==> config.mk <==
export PLATFORM = sky130hd
export DESIGN_NAME = hazard_unit
export DESIGN_NICKNAME = d
export VERILOG_FILES = /design/src/rtl/hazard_unit.sv
export SDC_FILE = /design/constraint.sdc
export NUM_CORES = 1
export LEC_CHECK = 0
export ABC_AREA = 1
export BUFFER_PORTS_ARGS = -buffer_cell sky130_fd_sc_hd__buf_2
export CAP_MARGIN = 40
export CORE_MARGIN = 2
export CORE_UTILIZATION = 40
export CTS_BUF_LIST = sky130_fd_sc_hd__clkbuf_16
export DETAILED_ROUTE_END_ITERATION = 10
export GPL_ROUTABILITY_DRIVEN = 0
export PLACE_DENSITY = 0.63
export SLEW_MARGIN = 15
export SYNTH_ARGS = -nofsm -noshare
export SYNTH_HDL_FRONTEND = slang
export SYNTH_SLANG_ARGS = --single-unit
==> constraint.sdc <==
create_clock -name clk -period 2 [get_ports clk]
set_input_delay 0.1 -clock clk [delete_from_list [all_inputs] [get_ports clk]]
set_output_delay 0.1 -clock clk [all_outputs]
set_load 0.01 [all_outputs]
==> src/rtl/hazard_unit.sv <==
// Pipeline hazard detector: load-use interlock, multi-cycle mul/div EX occupancy,
// EX-flush priority over all stalls, and a saturating stall-cycle counter.
module hazard_unit #(
  parameter int MULDIV_LAT = 4
) (
  input  logic        clk,
  input  logic        reset_n,
  input  logic        id_valid,
  input  logic [4:0]  id_rs1,
  input  logic [4:0]  id_rs2,
  input  logic        id_uses_rs1,
  input  logic        id_uses_rs2,
  input  logic [4:0]  id_rd,
  input  logic        id_rd_we,
  input  logic        id_is_load,
  input  logic        id_is_muldiv,
  input  logic        flush_ex,
  output logic        stall_decode,
  output logic        flush_decode,
  output logic [15:0] stall_cnt,
  output logic        dbg_busy,
  output logic [3:0]  dbg_cnt,
  output logic        dbg_ex_valid
);

  typedef enum logic {ST_IDLE = 1'b0, ST_BUSY = 1'b1} state_t;

  localparam logic [3:0] CNT_LOAD = 4'(MULDIV_LAT - 1);

  state_t      state_q, state_d;
  logic [3:0]  cnt_q, cnt_d;
  logic        ex_valid_q, ex_valid_d;
  logic [4:0]  ex_rd_q, ex_rd_d;
  logic        ex_we_q, ex_we_d;
  logic        ex_is_load_q, ex_is_load_d;
  logic [15:0] stall_cnt_q, stall_cnt_d;

  logic rs1_hit, rs2_hit, load_use, issue;

  // ex_rd_q != 0 already excludes any source reading x0.
  always_comb begin
    rs1_hit      = id_uses_rs1 && (id_rs1 == ex_rd_q);
    rs2_hit      = id_uses_rs2 && (id_rs2 == ex_rd_q);
    load_use     = ex_valid_q && ex_is_load_q && ex_we_q && (ex_rd_q != 5'd0) &&
                   (rs1_hit || rs2_hit);
    stall_decode = id_valid && !flush_ex && (load_use || (state_q == ST_BUSY));
    flush_decode = flush_ex;
    issue        = id_valid && !stall_decode && !flush_ex;
  end

  always_comb begin
    state_d      = state_q;
    cnt_d        = cnt_q;
    ex_valid_d   = 1'b0;
    ex_rd_d      = ex_rd_q;
    ex_we_d      = ex_we_q;
    ex_is_load_d = ex_is_load_q;
    stall_cnt_d  = stall_cnt_q;

    if (flush_ex) begin
      state_d = ST_IDLE;
      cnt_d   = 4'd0;
    end else begin
      case (state_q)
        ST_IDLE: begin
          if (issue && id_is_muldiv) begin
            state_d = ST_BUSY;
            cnt_d   = CNT_LOAD;
          end
        end
        ST_BUSY: begin
          cnt_d = cnt_q - 4'd1;
          if (cnt_q == 4'd1) state_d = ST_IDLE;
        end
        default: begin
          state_d = ST_IDLE;
          cnt_d   = 4'd0;
        end
      endcase
    end

    // Without an issue the EX stage receives a bubble; stale fields are harmless.
    if (!flush_ex && issue) begin
      ex_valid_d   = 1'b1;
      ex_rd_d      = id_rd;
      ex_we_d      = id_rd_we;
      ex_is_load_d = id_is_load;
    end

    if (stall_decode && (stall_cnt_q != 16'hFFFF)) stall_cnt_d = stall_cnt_q + 16'd1;
  end

  always_ff @(posedge clk or negedge reset_n) begin
    if (!reset_n) begin
      state_q      <= ST_IDLE;
      cnt_q        <= 4'd0;
      ex_valid_q   <= 1'b0;
      ex_rd_q      <= 5'd0;
      ex_we_q      <= 1'b0;
      ex_is_load_q <= 1'b0;
      stall_cnt_q  <= 16'd0;
    end else begin
      state_q      <= state_d;
      cnt_q        <= cnt_d;
      ex_valid_q   <= ex_valid_d;
      ex_rd_q      <= ex_rd_d;
      ex_we_q      <= ex_we_d;
      ex_is_load_q <= ex_is_load_d;
      stall_cnt_q  <= stall_cnt_d;
    end
  end

  assign stall_cnt    = stall_cnt_q;
  assign dbg_busy     = (state_q == ST_BUSY);
  assign dbg_cnt      = cnt_q;
  assign dbg_ex_valid = ex_valid_q;

endmodule

After elaboration in Yosys (flattened, before gate mapping)
Cells that the tools add are included.
{ "word_totals": {"reg_bits": 29, "inputBits": 24, "out_inout_bits": 24} }
{ "classes": {"n_bitwise": 1, "n_mux": 8, "reduce_logical": 18, "n_eq_ne": 5, "addsub": 2} }
{ "ops": {"columns": ["op", "n"], "rows": [
  ["$add 16x1->16 const B", 1],
  ["$ne 16x16->1 const B", 1],
  ["$logic_and 1x1->1", 13],
  ["$eq 5x5->1", 2],
  ["$mux 4", 2],
  ["$pmux 4 s2", 1],
  ["$reduce_bool 5->1", 1],
  ["$eq 4x1->1 const B", 1],
  ["$mux 1", 4],
  ["$sub 4x1->4 const B", 1],
  ["$ne 3x3->1 const B", 1],
  ["$logic_not 1->1", 2],
  ["$logic_or 1x1->1", 2],
  ["$pmux 1 s2", 1],
  ["$not 1->1", 1]
]} }

Longest topological paths before layout
{ "logic_depth": {"depth_word": 13, "mapped_depth": 14, "ltp_nobuf": 13} }

Least setup slack after synthesis
No wires, ideal clock.
{ "synth_path": {"kind": "flip-flop to flip-flop", "startpoint": "register stall_cnt_q[0] (netlist: stall_cnt[0])", "endpoint": "register stall_cnt_q[5] (netlist: stall_cnt[5])", "path_stages_with_launch": 10, "arrival_time_ns": 1.801, "slack_ns": 0.082, "synth_period_minus_slack_ns": 1.918, "n_path_buf": 2, "cell_sequence": "dfrtp_1 -> ha_1 -> nand2_2 -> nor3_4 -> nand2_1 -> or3_1 -> buf_6 -> buf_2 -> nand3_1 -> nand2_1"} }
{ "synth_via": {"elab_chain_len": 2} }
{ "synth_rtl": {"columns": ["item", "line", "rtl"], "rows": [
  ["start, declared", "36", "logic [15:0] stall_cnt_q, stall_cnt_d;"],
  ["start signal, assigned", "109", "stall_cnt_q <= stall_cnt_d;"],
  ["branches (longest 2 deep; another with $add 16x1->16)", null, null]
]} }
Several ways; the timed one is not identified.
A chain may end at the register's enable or synchronous reset.

Final worst setup path
{ "layout_path": {"startpoint": "register ex_rd_q[1]", "endpoint": "output stall_decode"} }
{ "layout_via": {"elab_chain_len": 6} }
{ "layout_rtl": {"columns": ["item", "line", "rtl"], "rows": [
  ["start, declared", "33", "logic [4:0] ex_rd_q, ex_rd_d;"],
  ["start signal, assigned", "106", "ex_rd_q <= ex_rd_d;"],
  ["$eq 5x5->1 (on tied branches)", "42, 43", null],
  ["$logic_and 1x1->1 (on tied branches)", "42, 43", null],
  ["$logic_or 1x1->1", "45", "(rs1_hit || rs2_hit);"],
  ["$logic_and 1x1->1 *", "44", "load_use = ex_valid_q && ex_is_load_q && ex_we_q && (ex_rd_q != 5'd0) &&"],
  ["$logic_or 1x1->1 *", "46", "stall_decode = id_valid && !flush_ex && (load_use || (state_q == ST_BUSY));"],
  ["$logic_and 1x1->1 *", "46", null],
  ["end, declared", "18", "output logic stall_decode,"]
]} }
Mark *: on every way between the ends. The rest lies on a longest branch, timed or not.

==> results.yml <==
outcome:
  status: "finished, final reports clean"
synthesis:
  syn_inst: 254
  syn_nets: 281
  netlist_area_um2: 1805
  ys_seq_area_share_pct: 40.19
  ys_top_cells_by_count: "nand2_1 (92), inv_1 (32), dfrtp_1 (29)"
  yosysTopAreaCell: "dfrtp_1"
  yosys-top-cells-area: "dfrtp_1 (40%), nand2_1 (19%), nand3_1 (7.8%)"
  synth_warnings: 0
  synth_edf_count: 0
  ys.flop_type: "dfrtp_1"
  ys_ff_latch: 29
  syn_avg_cell_area_um2: 7.108
  postSynth.asyncResetShare_pct: 100.0
  yosysMostFrequentCell: "nand2_1"
  synth_top_area_share_pct: 40.19
  ys_types: 25
power_and_ir_drop:
  p_total_uw: 1700
  p_clk_share_pct: 41.4
  p_switching_uw: 476.6
  ir_worst_vdd_uv: 387.0
  p_leak_uw: 0.001296
  pwr-share-seq_pct: 40.0
  p_sw_share_pct: 28.04
  combPwrFrac_pct: 18.7
  power.internal_uw: 1223
  p_per_area_nw_per_um2: 742.7
floorplan:
  core.rowCount: 24
  start_util_pct: 41.47
  die_h_um: 71.19
  pin_count: 48
  coreArea_um2: 4354
  die_area_um2: 5067
  die_w_um: 71.19
sta:
  slew_viol_final: 0
  fin_tns_setup_ps: 0
  finalSetupViolCount: 0
  clock.fmax_ghz: 0.5500
  fin_crit_ps: 1818
  worst_pin_slew_ps: 674.0
  hold_viol: 0
  slew_headroom_pct: 55.07
  fin_crit_sh_pct: 90.90
  rsz0062_at_grt: "no"
  clock_skew_ps: 3.517
global_routing:
  grt_start_max_net_pins: 30
  overflow: 0
  grt_pass1_vias: 1595
  grt_usage_pct: 17.30
  grt_pass1_wl_um: 6886
  antenna_found_initial: 0
setup_path:
  path_max_fanout: 9
  cp.required_ps: 1900
  crit_chain: "inv_1 > nand2_1 > nand2_1 > nor2_1 > nand3_1 > nand2_1 > nand2_1 > nand2_1 > nand2_1 > clkinvlp_4 > buf_6"
  crit_slowest_cell: "dfrtp_1"
  worst_path_most_repeated_cell: "nand2_1"
  worstSetupPathType: "reg2out"
  cp-end-kind: "output port"
  cp-start-kind: "register"
  critPathArrivalTime_ps: 1720
  cpPeakStageDelay_ps: 410
clocking:
  cts_num_sinks: 29
  cts_tree: "built"
  clockBufferDepth: 2
  cts_made_buffers: 5
  clkTransAtPathRegs_ps: 50
  root_buffer: "clkbuf_16"
  insertion_delay_ps: 280
  cts_max_level: 2
placement:
  postPlaceCellArea_um2: 2111
  port_buffers: 47
  dp_hpwl_um: 2991
drt:
  drt_iter0_markers: 62
  vias_per_cell: 4.822
  drc: 0
  postRouteAntennaNets: 0
  vias: 1760
  wirelength_um: 4148
  routedWlPerCell_um: 11.36
  drt_first_pass_iters: 4
flow_run:
  max_cap_viol_count: 0
layout:
  fin_nets: 339
  num_antenna_cells: 0
  fillers: 448
  synthToLayoutAreaGrowth_pct: 26.75
  drive_above_1_share_pct: 22.04
  final_area_um2: 2288
worst_hold_path:
  hold_path_class: "in2reg"
critical path, delay by kind of cell (launching register included):
family | cells | cell delay (ps)
buf+inv | 3 | 500
flops | 1 | 410
simple gates | 8 | 540
path summary, 6_finish.rpt:
kind | from | endpoint | slack (ps) | cells past startpoint
max | ex_rd_q[1] | stall_decode | 180 | 11
min | id_is_load | ex_is_load_q | 30 | 3
max reg2reg | stall_cnt[1] | stall_cnt[7] | 220 | 8
min reg2reg | ex_we_q | ex_we_q | 480 | 2
max in group asynchronous | reset_n | dbg_cnt[2] | 1160 | 2
min in group asynchronous | reset_n | stall_cnt[1] | 400 | 2
power groups by stage:
stage	registers, uW	logic [uW]	clock network [uW]
2_1_floorplan	712	155	0
3_3_place_gp	688	315	0
4_1_cts	678	322	723
6_report	679	317	703
5_1_grt	686	374	748
3_5_place_dp	688	317	0
layout by cell type (no fill, tap or decap), types with 7 or more instances in the layout:
cell type,netlist,final
buf_4,1,9
dfrtp_1,29,29
o21ai_0,7,7
nand3_1,28,28
nand2_1,92,92
nor2_1,17,17
buf_2,2,46
nand4_1,9,9
nor3_1,7,7
xor2_1,11,11
inv_1,32,31
metrics by stage:
step	hold slack (ps)	utilization (%)	worst slack (ps)	std cells
detailed placement	171.4	48.48	113.3	354
global placement	171.0	48.48	140.7	354
floorplan	-195.6	-	81.56	254
CTS	26.18	51.87	60.95	363
global route	39.15	52.56	9.913	365
finish	28.71	52.56	181.9	365
registers in the layout, summed over array words and instances, names as in the netlist:
signal	cells
dbg_busy	1
dbg_ex_valid	1
ex_we_q	1
stall_cnt	16
dbg_cnt	4
ex_is_load_q	1
ex_rd_q	5
per-layer routing:
metal / GRT usage (%) / vias to the layer above / routed length, um
li1: - / 918 / -
met1: 21.85 / 794 / 1914
met2: 27.78 / 43 / 1944
met3: 4.843 / 5 / 234
met4: 7.338 / 0 / 55
met5: 0 / - / 0
area by class of cell:
| cell class | count | area (um^2) | area share [%] |
|---|---|---|---|
| multi-input cells | 185 | 909.6 | 39.75 |
| clock inverters | 3 | 12.51 | 0.5467 |
| repair buffers | 57 | 319.1 | 13.94 |
| clock buffers | 5 | 125.1 | 5.467 |
| flip-flops and latches | 29 | 725.7 | 31.71 |
| inverters | 34 | 131.4 | 5.741 |
| well taps | 52 | 65.06 | 2.843 |
cell families (layout without fill, tap and decap cells):
family                   count (synthesis)  after routing  share of synthesized area, %
AND/OR/NAND/NOR                        159            159                         38.60
buffers and inverters                   40             99                         9.702
flip-flops                              29             29                         40.19
XOR/XNOR                                14             14                         6.792
AO/OA/AOI/OAI                            9              9                         2.633
adder cells (fa/ha/maj)                  3              3                         2.079
timing repair:
item | 4_1_cts | 5_1_grt
buffers inserted | 0 | 2
endpoints found under the setup margin | 0 | 12
hold buffers | 1 | 0
gates resized for setup | 0 | 4
hold endpoints to repair | 29 | 0
Power figures use the tool's default switching activity.
